$ cat src/rtl/my_ram8_pkg.sv
// my_ram8_pkg: word and address sizes shared by the RAM hierarchy and the CPU.
package my_ram8_pkg;
    localparam int HACK_WORD_W = 16;
    localparam int RAM8_ADDR_W = 3;
    localparam int RAM8_DEPTH  = 1 << RAM8_ADDR_W;
endpackage

$ cat src/rtl/my_ram8_dmux8way.sv
// my_ram8_dmux8way: 1-to-2 demux and the 1-to-8 tree that steers a load strobe.
import my_ram8_pkg::*;

module my_dmux (
    input  logic in,
    input  logic sel,
    output logic a,
    output logic b
);
    assign a = in & ~sel;
    assign b = in & sel;
endmodule

module my_dmux8way (
    input  logic       in,
    input  logic [2:0] sel,
    output logic       a,
    output logic       b,
    output logic       c,
    output logic       d,
    output logic       e,
    output logic       f,
    output logic       g,
    output logic       h
);
    logic w_abcd, w_efgh, w_ab, w_cd, w_ef, w_gh;
    // MSB splits first so the leaves come out in address order
    my_dmux u_l1   (.in(in),     .sel(sel[2]), .a(w_abcd), .b(w_efgh));
    my_dmux u_l2_0 (.in(w_abcd), .sel(sel[1]), .a(w_ab),   .b(w_cd));
    my_dmux u_l2_1 (.in(w_efgh), .sel(sel[1]), .a(w_ef),   .b(w_gh));
    my_dmux u_l3_0 (.in(w_ab),   .sel(sel[0]), .a(a),      .b(b));
    my_dmux u_l3_1 (.in(w_cd),   .sel(sel[0]), .a(c),      .b(d));
    my_dmux u_l3_2 (.in(w_ef),   .sel(sel[0]), .a(e),      .b(f));
    my_dmux u_l3_3 (.in(w_gh),   .sel(sel[0]), .a(g),      .b(h));
endmodule

$ cat src/rtl/my_ram8.sv
// my_ram8: eight-word register file, demuxed load, combinational read mux.
import my_ram8_pkg::*;

module my_ram8 #(
    parameter int WIDTH = HACK_WORD_W
) (
    input  logic                   clk,
    input  logic                   reset,
    input  logic [WIDTH-1:0]       in,
    input  logic                   load,
    input  logic [RAM8_ADDR_W-1:0] address,
    output logic [WIDTH-1:0]       out
);
    logic [RAM8_DEPTH-1:0] w_ld;
    logic [WIDTH-1:0]      r_mem [RAM8_DEPTH];

    my_dmux8way u_dmux (
        .in(load), .sel(address),
        .a(w_ld[0]), .b(w_ld[1]), .c(w_ld[2]), .d(w_ld[3]),
        .e(w_ld[4]), .f(w_ld[5]), .g(w_ld[6]), .h(w_ld[7])
    );

    always_ff @(posedge clk) begin
        for (int i = 0; i < RAM8_DEPTH; i++)
            if (reset)
                r_mem[i] <= '0;
            else if (w_ld[i])
                r_mem[i] <= in;
    end

    // no write-through: a same-cycle write shows only after the edge
    assign out = r_mem[address];
endmodule

$ cat config.mk
export PLATFORM = sky130hd
export DESIGN_NAME = my_ram8
export DESIGN_NICKNAME = d
export VERILOG_FILES = /design/src/rtl/my_ram8_pkg.sv /design/src/rtl/my_ram8_dmux8way.sv /design/src/rtl/my_ram8.sv
export SDC_FILE = /design/constraint.sdc
export NUM_CORES = 1
export LEC_CHECK = 0
export ABC_AREA = 1
export CELL_PAD_IN_SITES_DETAIL_PLACEMENT = 0
export CELL_PAD_IN_SITES_GLOBAL_PLACEMENT = 2
export CORE_MARGIN = 2
export CORE_UTILIZATION = 30
export CTS_BUF_LIST = sky130_fd_sc_hd__clkbuf_4
export DETAILED_ROUTE_END_ITERATION = 10
export PLACE_DENSITY = 0.75
export SLEW_MARGIN = 40
export SYNTH_ARGS = -nofsm -noshare
export SYNTH_HDL_FRONTEND = slang
export SYNTH_SLANG_ARGS = --single-unit
$ cat constraint.sdc
create_clock -name clk -period 2 [get_ports clk]
set_input_delay 0.5 -clock clk [delete_from_list [all_inputs] [get_ports clk]]
set_output_delay 0.5 -clock clk [all_outputs]
set_load 0.02 [all_outputs]
-- Yosys cells after proc, flatten, opt, wreduce, memory -nomap -nowiden
Memories as Yosys holds them, arrays and structs flattened.
Cells that the tools add are included.
- memories: 1
- bits in registers: 0
- RAM bits: 128
- memory list (memory ; depth ; bits a word ; rd ports ; clocked after memory_dff ; wr ports ; line ; source):
    r_mem ; 8 ; 16 ; 1 ; 0 ; 8 ; my_ram8.sv:15 ; logic [WIDTH-1:0] r_mem [RAM8_DEPTH];
- bitwise operators: 25
- mux-type cells: 34
- operator list (cell ; number):
    $mux W16 ; 8
    $mux W1 ; 26
    $and A1 B1 Y1 ; 14
    $or A1 B1 Y1 ; 8
    $not A1 Y1 ; 3

-- Logic depth before layout (Yosys ltp)
Gate-level depths: netlist (run 1).
- depth in word-level cells: 8
- gate-level depth with buffers: 8

-- Cells and area by module
From an unflattened synthesis (run 1), not the netlist that was laid out.
- cells, all modules: 751
- area, all modules: 6518.8 um^2
- modules (own cells, without submodules) (module ; instances ; cells an instance ; area an instance (um^2)):
    my_ram8 ; 1 ; 723 ; 6396.1
    my_dmux ; 7 ; 4 ; 17.5

-- Worst setup path before layout (run 1)
OpenSTA, ideal clock, no wires.
- path type: input -> output
- start: input port address[0]
- end: output port out[10]
- data required time: 1500 ps
- path slack: 92 ps
- stages on the path: 8
- arrival time: 1408 ps
- cells stage by stage: buf_2 -> inv_2 -> clkbuf_1 -> nand2_1 -> nand3_1 -> nand2_1 -> nand2_1 -> nand2_1
- longest elaborated chain between the ends: 1
- ends and longest elaborated chain (item ; line ; source):
    start: declaration ; my_ram8.sv:11 ; input logic [RAM8_ADDR_W-1:0] address,
    $mem_v2 Z8 W16 ; - ;
    end: declaration ; my_ram8.sv:12 ; output logic [WIDTH-1:0] out
Every way passes these cells.

-- Worst setup path in the final report (run 1)
- start: input port address[0]
- end: output port out[1]
Same word-level chain as after synthesis.

==> metrics, run 1 <==
antenna viol nets, final 0; Cell Pwr Density 723 nW/µm²; Syn Std Cell Area 6390 µm²; crit-path max FO 6; CTS tree yes; Least-Margin Pin Slew roughly 0.42 ns; RD Place Congestion approximately 0.79; Gate Count Post-Synth 738; Top reg by flops r_mem; initial antenna violation count 1; status finished, final reports clean; final setup vio count 0; fin crit share 99.1%; via count 5005; design area around 8400 µm²; Starting Density ~31%; grt ovf 0; final core utilization approximately 40%; maximum VDD drop around 0.33 mV; largest net degree at the start of global routing 20; P_leak slightly below 4 nW; Worst Setup End Kind primary output; max-slew violation count 0; Fmax a little over 500 MHz; synth unique cells 15; die area approximately 22000 µm²; IO Port Bufs 37; Worst EP arrival 1.48 ns; WL per Instance 16.7 µm; share of cells above drive strength 1 ~25%; HPWL after DPL approximately 13 mm; area grow syn2layout 31.0%; Max clock buf depth 2; die width approximately 150 µm; synthesized flop and latch total about 130; CTS Buf Count 17; Via density ~4.4; Final Hold Vio Count 0; Max-Cap Viols 0; Warnings, synthesis 0; Die Y approximately 150 µm; vias in the first global route roughly 5200; top flop regs r_mem x128; hold path startpoint in[14]; Avg Cell Area, Syn 8.66 µm²; Total Wirelength approximately 19 mm; RSZ-0062 raised after global routing true; dpl cell area around 7700 µm²; worst endpoint required time about 1.5 ns; setup TNS 0 ns; Crit Path Class in -> out; IO Pins 38; Period minus WS final 1.98 ns; sequential-to-total area share from yosys stat between 60 and 70%; first-pass GRT wire length 29.0 mm; TritonRoute pass-1 iters 5; max FFs per register between 100 and 150; Placeable Area 21000 µm²; Worst Hold End r_mem[2][14]; Final Net Count 860; CTS root buf clkbuf_4; H-tree levels 4; TritonCTS Sinks 128; hold crit path type in -> reg; CTS Hold Bufs 0; GRT Total Usage 17.8%; detailed-route DRC error count 0; Mapped Nets between 700 and 800; final setup margin 0.0171 ns; Startpoint Class input port; num rows 53; hold slack final around 0.75 ns; clk slew on worst S/H paths around 0.12 ns; Worst Hold Depth 3; DP Worst Slack -0.833 ns; Max-Slew Margin vs Limit between 70% and 80%; Iter 0 DRT Violations between 200 and 300
## area by class of cell
| class | count | area (µm²) |
|---|---|---|
| Timing Repair Buffer | 115 | 1310 |
| Antenna cell | 1 | 2.50 |
| Tap cell | 275 | 344 |
| Fill cell | 2151 | 12600 |
| Sequential cell | 128 | 3840 |
| Inverter | 149 | 577 |
| Clock inverter | 15 | 169 |
| Clock buffer | 17 | 128 |
| Multi-Input combinational cell | 427 | 2000 |
## worst max-delay path, stage by stage
cell and delay, ns:
buf_6 0.12, bufbuf_16 0.27, buf_12 0.12, nand2_1 0.08, nand3_2 0.09, nand2_1 0.06
nand2_1 0.04, nand2_1 0.08, buf_6 0.12
## repair_timing
| item | CTS | global route |
|---|---|---|
| setup endpoints to repair | 16 | 16 |
| gates resized for setup | 134 | 31 |
| gates cloned | 5 | 0 |
| buffers inserted | 4 | 0 |
| endpoints found under the hold margin | 0 | 0 |
| pin swaps | 13 | 27 |
## per-stage QoR
stage                     power (mW)  cells
after floorplan                 3.68    738
after global placement          4.12   1085
after detailed placement        4.13   1085
after CTS                       6.09   1126
after global routing            6.32   1127
final                           6.05   1127
## worst max-delay path by stage
stage | startpoint | end | slack, ns | cells after the start
after floorplan | address[0] | out[10] | 0.09 | 8
after global placement | address[1] | out[12] | -0.83 | 9
after detailed placement | address[1] | out[15] | -0.83 | 9
after CTS | r_mem[2][7] | out[7] | -0.02 | 7
after global routing | r_mem[2][6] | out[6] | -0.10 | 7
final | address[0] | out[1] | 0.02 | 9
## placed cells by master (no fill, tap or decap), drive strengths merged
cell,synthesis,final
buf,17,93
bufbuf,0,3
bufinv,0,3
clkbuf,17,17
clkdlybuf4s50,0,18
clkinv,0,7
clkinvlp,0,4
diode,0,1
dlygate4sd2,0,1
edfxtp,128,128
inv,149,150
nand2,220,220
nand3,72,72
nand4,4,4
nor2,129,129
nor3,2,2
## cells in the mapped netlist, drive strengths merged
| cell | count | area, µm² |
|---|---|---|
| nor2 | 129 | 492 |
| edfxtp | 128 | 3840 |
| clkbuf | 17 | 63.8 |
| buf | 17 | 114 |
| nand2 | 220 | 826 |
| nand3 | 72 | 410 |
| nand4 | 4 | 50.1 |
| inv | 149 | 562 |
| nor3 | 2 | 32.5 |
## per-layer routing
| metal | up-vias | share of wire [%] | GRT usage [%] |
|---|---|---|---|
| met1 | 2391 | 44 | 22.5 |
| li1 | 2473 | - | - |
| met4 | 0 | 1.3 | 5.90 |
| met3 | 12 | 5.5 | 3.48 |
| met5 | - | 0 | 0 |
| met2 | 129 | 49 | 30.5 |
## where the power goes
group	total (mW)	switching (mW)	internal, mW
combinational	1.00	0.589	0.414
sequential	3.17	0.0488	3.12
clock	1.88	1.02	0.855
## cell families after synthesis
| group | after synthesis | synth area share (%) |
|---|---|---|
| simple gates | 427 | 28.3 |
| buf+inv | 183 | 11.6 |
| flops | 128 | 60.1 |
Note: power is estimated with default switching activity, not from simulation.
==> run 2: changes to the inputs <==
--- a/config.mk
+++ b/config.mk
@@ -13,6 +13,7 @@
 export CTS_BUF_LIST = sky130_fd_sc_hd__clkbuf_4
 export DETAILED_ROUTE_END_ITERATION = 10
 export PLACE_DENSITY = 0.75
+export REMOVE_ABC_BUFFERS = 1
 export SLEW_MARGIN = 40
 export SYNTH_ARGS = -nofsm -noshare
 export SYNTH_HDL_FRONTEND = slang
==> run 2 against run 1 <==
Utilization shrank 1.4 points. Highest routed layer unchanged. Sequential power is essentially flat. First-iteration DRC count grew 16%. Sequential share of layout area grew 1.7 points. Flip-flop and latch count is the same. Via count shrank 2.8%. Worst setup slack gained 0.022 ns. Critical path type unchanged.
==> metrics, run 2 (same netlist as run 1, synthesis figures left out) <==
vias in the first global route 4839; Worst Setup End Kind primary output; Die Y approximately 150 µm; dpl cell area between 7000 and 8000 µm²; die width 150 µm; critical path's largest stage delay roughly 0.2 ns; antenna viol nets, final 0; uppermost layer routed met4; wire length on met2 approximately 8.5 mm; FF/Latch Area between 3000 and 4000 µm²; setup TNS 0 ns; area of the multi-input gates ~1900 µm²; fill cell count between 2000 and 2500; Iter 0 DRT Violations roughly 330; CP Buf/Inv Count 4; largest net degree at the start of global routing 43; Largest delay share family, worst path buffers and inverters; design area about 8100 µm²; RD Place Congestion roughly 0.77; CTS Buf Count 17; Placeable Area approximately 21000 µm²; Final Hold Vio Count 0; CTS tree yes; Starting Density roughly 31%; Period minus WS final between 1.5 and 2 ns; Cell Pwr Density 735 nW/µm²; maximum VDD drop approximately 0.33 mV; detailed-route DRC error count 0; Max clock buf depth 2; IO Pins 38; max-slew violation count 0; Fmax 510 MHz; WL per Instance about 16 µm; CTS root buf clkbuf_4; GRT Total Usage around 17%; HPWL after DPL between 10 and 15 mm; Total Wirelength between 15 and 20 mm; commonest cells after routing, fill and taps aside 208 x nand2_1, 128 x inv_1, 128 x nor2_1, 128 x edfxtp_1, 56 x nand3_1; TritonCTS Sinks about 130; area grow syn2layout 26.3%; grt ovf 0; Startpoint Class input port; crit-path max FO 8; met3 wire len 722 µm; share of cells above drive strength 1 between 20% and 30%; worst-path cell chain buf_4 > inv_4 > buf_4 > nand2_1 > nand3_2 > nand2_1 > nand2_1 > nand2_1 > buf_6; Top reg by flops r_mem; Crit Path Class in -> out; H-tree levels 4; clk slew on worst S/H paths roughly 0.12 ns; fin crit share around 98%; CTS Hold Bufs 0; worst endpoint required time roughly 1.5 ns; final setup vio count 0; Max-Slew Margin vs Limit a little over 70%; P_leak approximately 3.8 nW; initial antenna violation count 1; Least-Margin Pin Slew between 0.4 and 0.5 ns; first-pass GRT wire length between 20 and 30 mm; TritonRoute pass-1 iters 4; top flop regs r_mem x128; via count between 4000 and 5000; die area between 20000 and 25000 µm²; hold crit path type in -> reg; num rows 53; commonest non-fill, non-tap cell in the layout nand2_1; max FFs per register ~130; Max-Cap Viols 0; RSZ-0062 raised after global routing true; Via density approximately 4.4; wire length on met1 between 7 and 8 mm; IO Port Bufs 37; Critical Path Most Common Cell nand2_1; Worst EP arrival 1.46 ns; status finished, final reports clean; Critical Path Slowest Stage Cell buf_4; Final Net Count 849
[run 2: per-layer routing]
layer | global-route usage [%] | up-vias
met4 | 5.94 | 0
met2 | 28.0 | 77
met1 | 21.4 | 2330
li1 | - | 2443
met3 | 3.02 | 15
met5 | 0 | -
[run 2: worst min-delay path: stages]
cell             delay, ns
clkdlybuf4s50_1       0.46
inv_1                 0.11
nor2_1                0.12
[run 2: metrics by stage]
step	std cells	util, %	hold WS [ns]	worst slack [ns]	power [mW]
floorplan	704	-	0.789	-0.0170	3.64
global placement	1081	36.4	1.30	-0.568	4.09
CTS	1115	37.9	0.704	-0.0212	5.95
finish	1116	38.5	0.724	0.0389	5.94
global route	1116	38.5	0.741	-0.0755	6.19
detailed placement	1081	36.4	1.30	-0.568	4.10
[run 2: cell type report]
type	instances	area share [%]
Tap cell	275	4.26
Inverter	149	6.99
Antenna cell	1	0.0310
Clock buffer	18	1.67
Sequential cell	128	47.6
Clock inverter	14	2.05
Timing Repair Buffer	104	13.8
Multi-Input combinational cell	427	23.5
[run 2: timing repair]
action | in CTS | in global routing
resized for setup | 82 | 38
endpoints found under the setup margin | 16 | 16
cloned | 1 | 0
setup buffers | 1 | 0
pin swaps | 3 | 10
[run 2: worst paths after layout]
path | start | endpoint | slack, ns | cells after the start
hold / removal | in[7] | r_mem[5][7] | 0.72 | 3
setup / recovery | address[0] | out[3] | 0.04 | 9
[run 2: power by group]
group          internal [mW]  total, mW  switching (mW)  leakage, nW
sequential              3.12       3.17          0.0476         1.24
combinational          0.357      0.895           0.538         2.40
clock                  0.879       1.87           0.992        0.164
==> run 3: changes to the inputs <==
==> constraint.sdc (replaced) <==
create_clock -name clk -period 2 [get_ports clk]
set_input_delay 0.5 -clock clk [delete_from_list [all_inputs] [get_ports clk]]
set_output_delay 0.5 -clock clk [all_outputs]
set_load 0.1 [all_outputs]
==> run 3 against run 2 <==
The flow now finishes with violations (negative setup slack). Sequential power about the same. Global-route usage is 0.41 points lower. Sequential share of layout area is 0.28 points lower. Hold slack better by 0.018 ns. Largest power group unchanged.
==> metrics, run 3 (same netlist as run 1, synthesis figures left out) <==
Final Net Count about 840; Starting Density slightly above 30%; CP Buf/Inv Count 4; area grow syn2layout 27.0%; max-slew violation count 0; Placeable Area 21000 µm²; die area 22500 µm²; RD Place Congestion 0.758; num rows 53; detailed-route DRC error count 0; Worst EP arrival 1.54 ns; final core utilization between 30% and 40%; fin crit share 102%; Final Hold Vio Count 0; Critical Path Slowest Stage Cell buf_12; Least-Margin Pin Slew approximately 0.43 ns; Total Wirelength between 15 and 20 mm; first-pass GRT wire length about 27 mm; Max-Cap Viols 0; DP Worst Slack -0.328 ns; via count approximately 5000; wire length on met2 ~8.3 mm; hold crit path type in -> reg; Setup Buffers After CTS 0; TritonRoute pass-1 iters 4; Startpoint Class input port; Die Y around 150 µm; Post-Layout Cell Count between 1000 and 1500; antenna viol nets, final 0; Inst Count DP between 1000 and 1500; worst-path cell chain buf_2 > inv_2 > buf_12 > nand2_1 > nand3_2 > nand2_1 > nand2_1 > nand2_2 > buf_12; met3 wire len 758 µm; Worst Setup End Kind primary output; P_leak around 3.8 nW; status finished, violations left; largest net degree at the start of global routing 40; Largest delay share family, worst path buffers and inverters; Power Total 6.37 mW; RSZ-0062 raised after global routing true; Cell Pwr Density about 800 nW/µm²; max FFs per register 128; Fmax 490 MHz; crit-path max FO 39; maximum VDD drop about 0.26 mV; CTS tree yes; commonest cells after routing, fill and taps aside 187 x nand2_1, 128 x nor2_1, 128 x edfxtp_1, 127 x inv_1, 51 x nand3_1; Max clock buf depth 2; HPWL after DPL between 10 and 15 mm; clk slew on worst S/H paths 0.11 ns; failing checks negative setup slack; commonest non-fill, non-tap cell in the layout nand2_1; fill cell count roughly 2100; Crit Path Class in -> out; worst endpoint required time 1.50 ns; vias in the first global route 4725; Iter 0 DRT Violations ~350; Critical Path Most Common Cell nand2_1; die width ~150 µm; Period minus WS final roughly 2 ns; TritonCTS Sinks between 100 and 150; GRT Total Usage between 10% and 20%; CTS root buf clkbuf_4; Top reg by flops r_mem; top flop regs r_mem x128; Via density 4.43; IO Port Bufs 37; uppermost layer routed met4; critical path's largest stage delay 0.21 ns; Max-Slew Margin vs Limit a little under three quarters; grt ovf 0; CTS Buf Count 17; final setup margin -0.0401 ns; wire length on met1 7.67 mm; share of cells above drive strength 1 between 20% and 30%; IO Pins 38; H-tree levels 4; WL per Instance around 16 µm; final setup vio count 8; initial antenna violation count 1
[run 3: cell types whose count changed in the layout (fill, tap and decap cells not counted), moves of 2 or more]
| cell | change |
|---|---|
| buf_12 | +9 |
| buf_4 | -5 |
| buf_6 | -14 |
| clkinv_1 | +2 |
| clkinv_2 | -2 |
| inv_2 | +2 |
| nand2_1 | -21 |
| nand2_2 | +21 |
| nand3_1 | -5 |
| nand3_2 | +5 |
[run 3: metal layers]
| layer | vias up | global-route usage (%) |
|---|---|---|
| met4 | 0 | 5.61 |
| li1 | 2424 | - |
| met3 | 27 | 3.54 |
| met1 | 2326 | 21.4 |
| met2 | 115 | 26.4 |
| met5 | - | 0 |
[run 3: report_power, final]
| part | internal (mW) | switching, mW | total, mW |
|---|---|---|---|
| registers | 3.12 | 0.0508 | 3.17 |
| clock network | 0.985 | 1.00 | 1.99 |
| logic | 0.415 | 0.795 | 1.21 |
[run 3: final timing paths]
kind / cells past startpoint / from / end / slack (ns)
worst min-delay path: 5 / address[0] / r_mem[5][10] / 0.74
worst max-delay path: 9 / address[0] / out[14] / -0.04
[run 3: timing repair]
item                                    4_1_cts  5_1_grt
pin swaps                                    23       18
hold buffers                                  0        0
endpoints found under the setup margin       16       16
resized for setup                            29       23
[run 3: area by class of cell]
cell class / instances / area [µm²] / share of cell area, %
clock inverters: 15 / 193 / 2.37
flip-flops and latches: 128 / 3840 / 47.3
multi-input cells: 427 / 1980 / 24.4
clock buffers: 17 / 128 / 1.57
repair buffers: 92 / 1070 / 13.2
well taps: 275 / 344 / 4.24
diodes: 1 / 2.50 / 0.0308
inverters: 149 / 562 / 6.92
[run 3: per-stage QoR]
step	hold slack (ns)	TNS (ns)	cell area (µm²)
6_report	0.741	-0.138	8120
5_1_grt	0.715	-1.97	8120
4_1_cts	0.689	-0.800	8040
3_3_place_gp	1.30	-44.77	7630
3_5_place_dp	1.30	-51.06	7630
2_1_floorplan	0.789	-7.21	6220
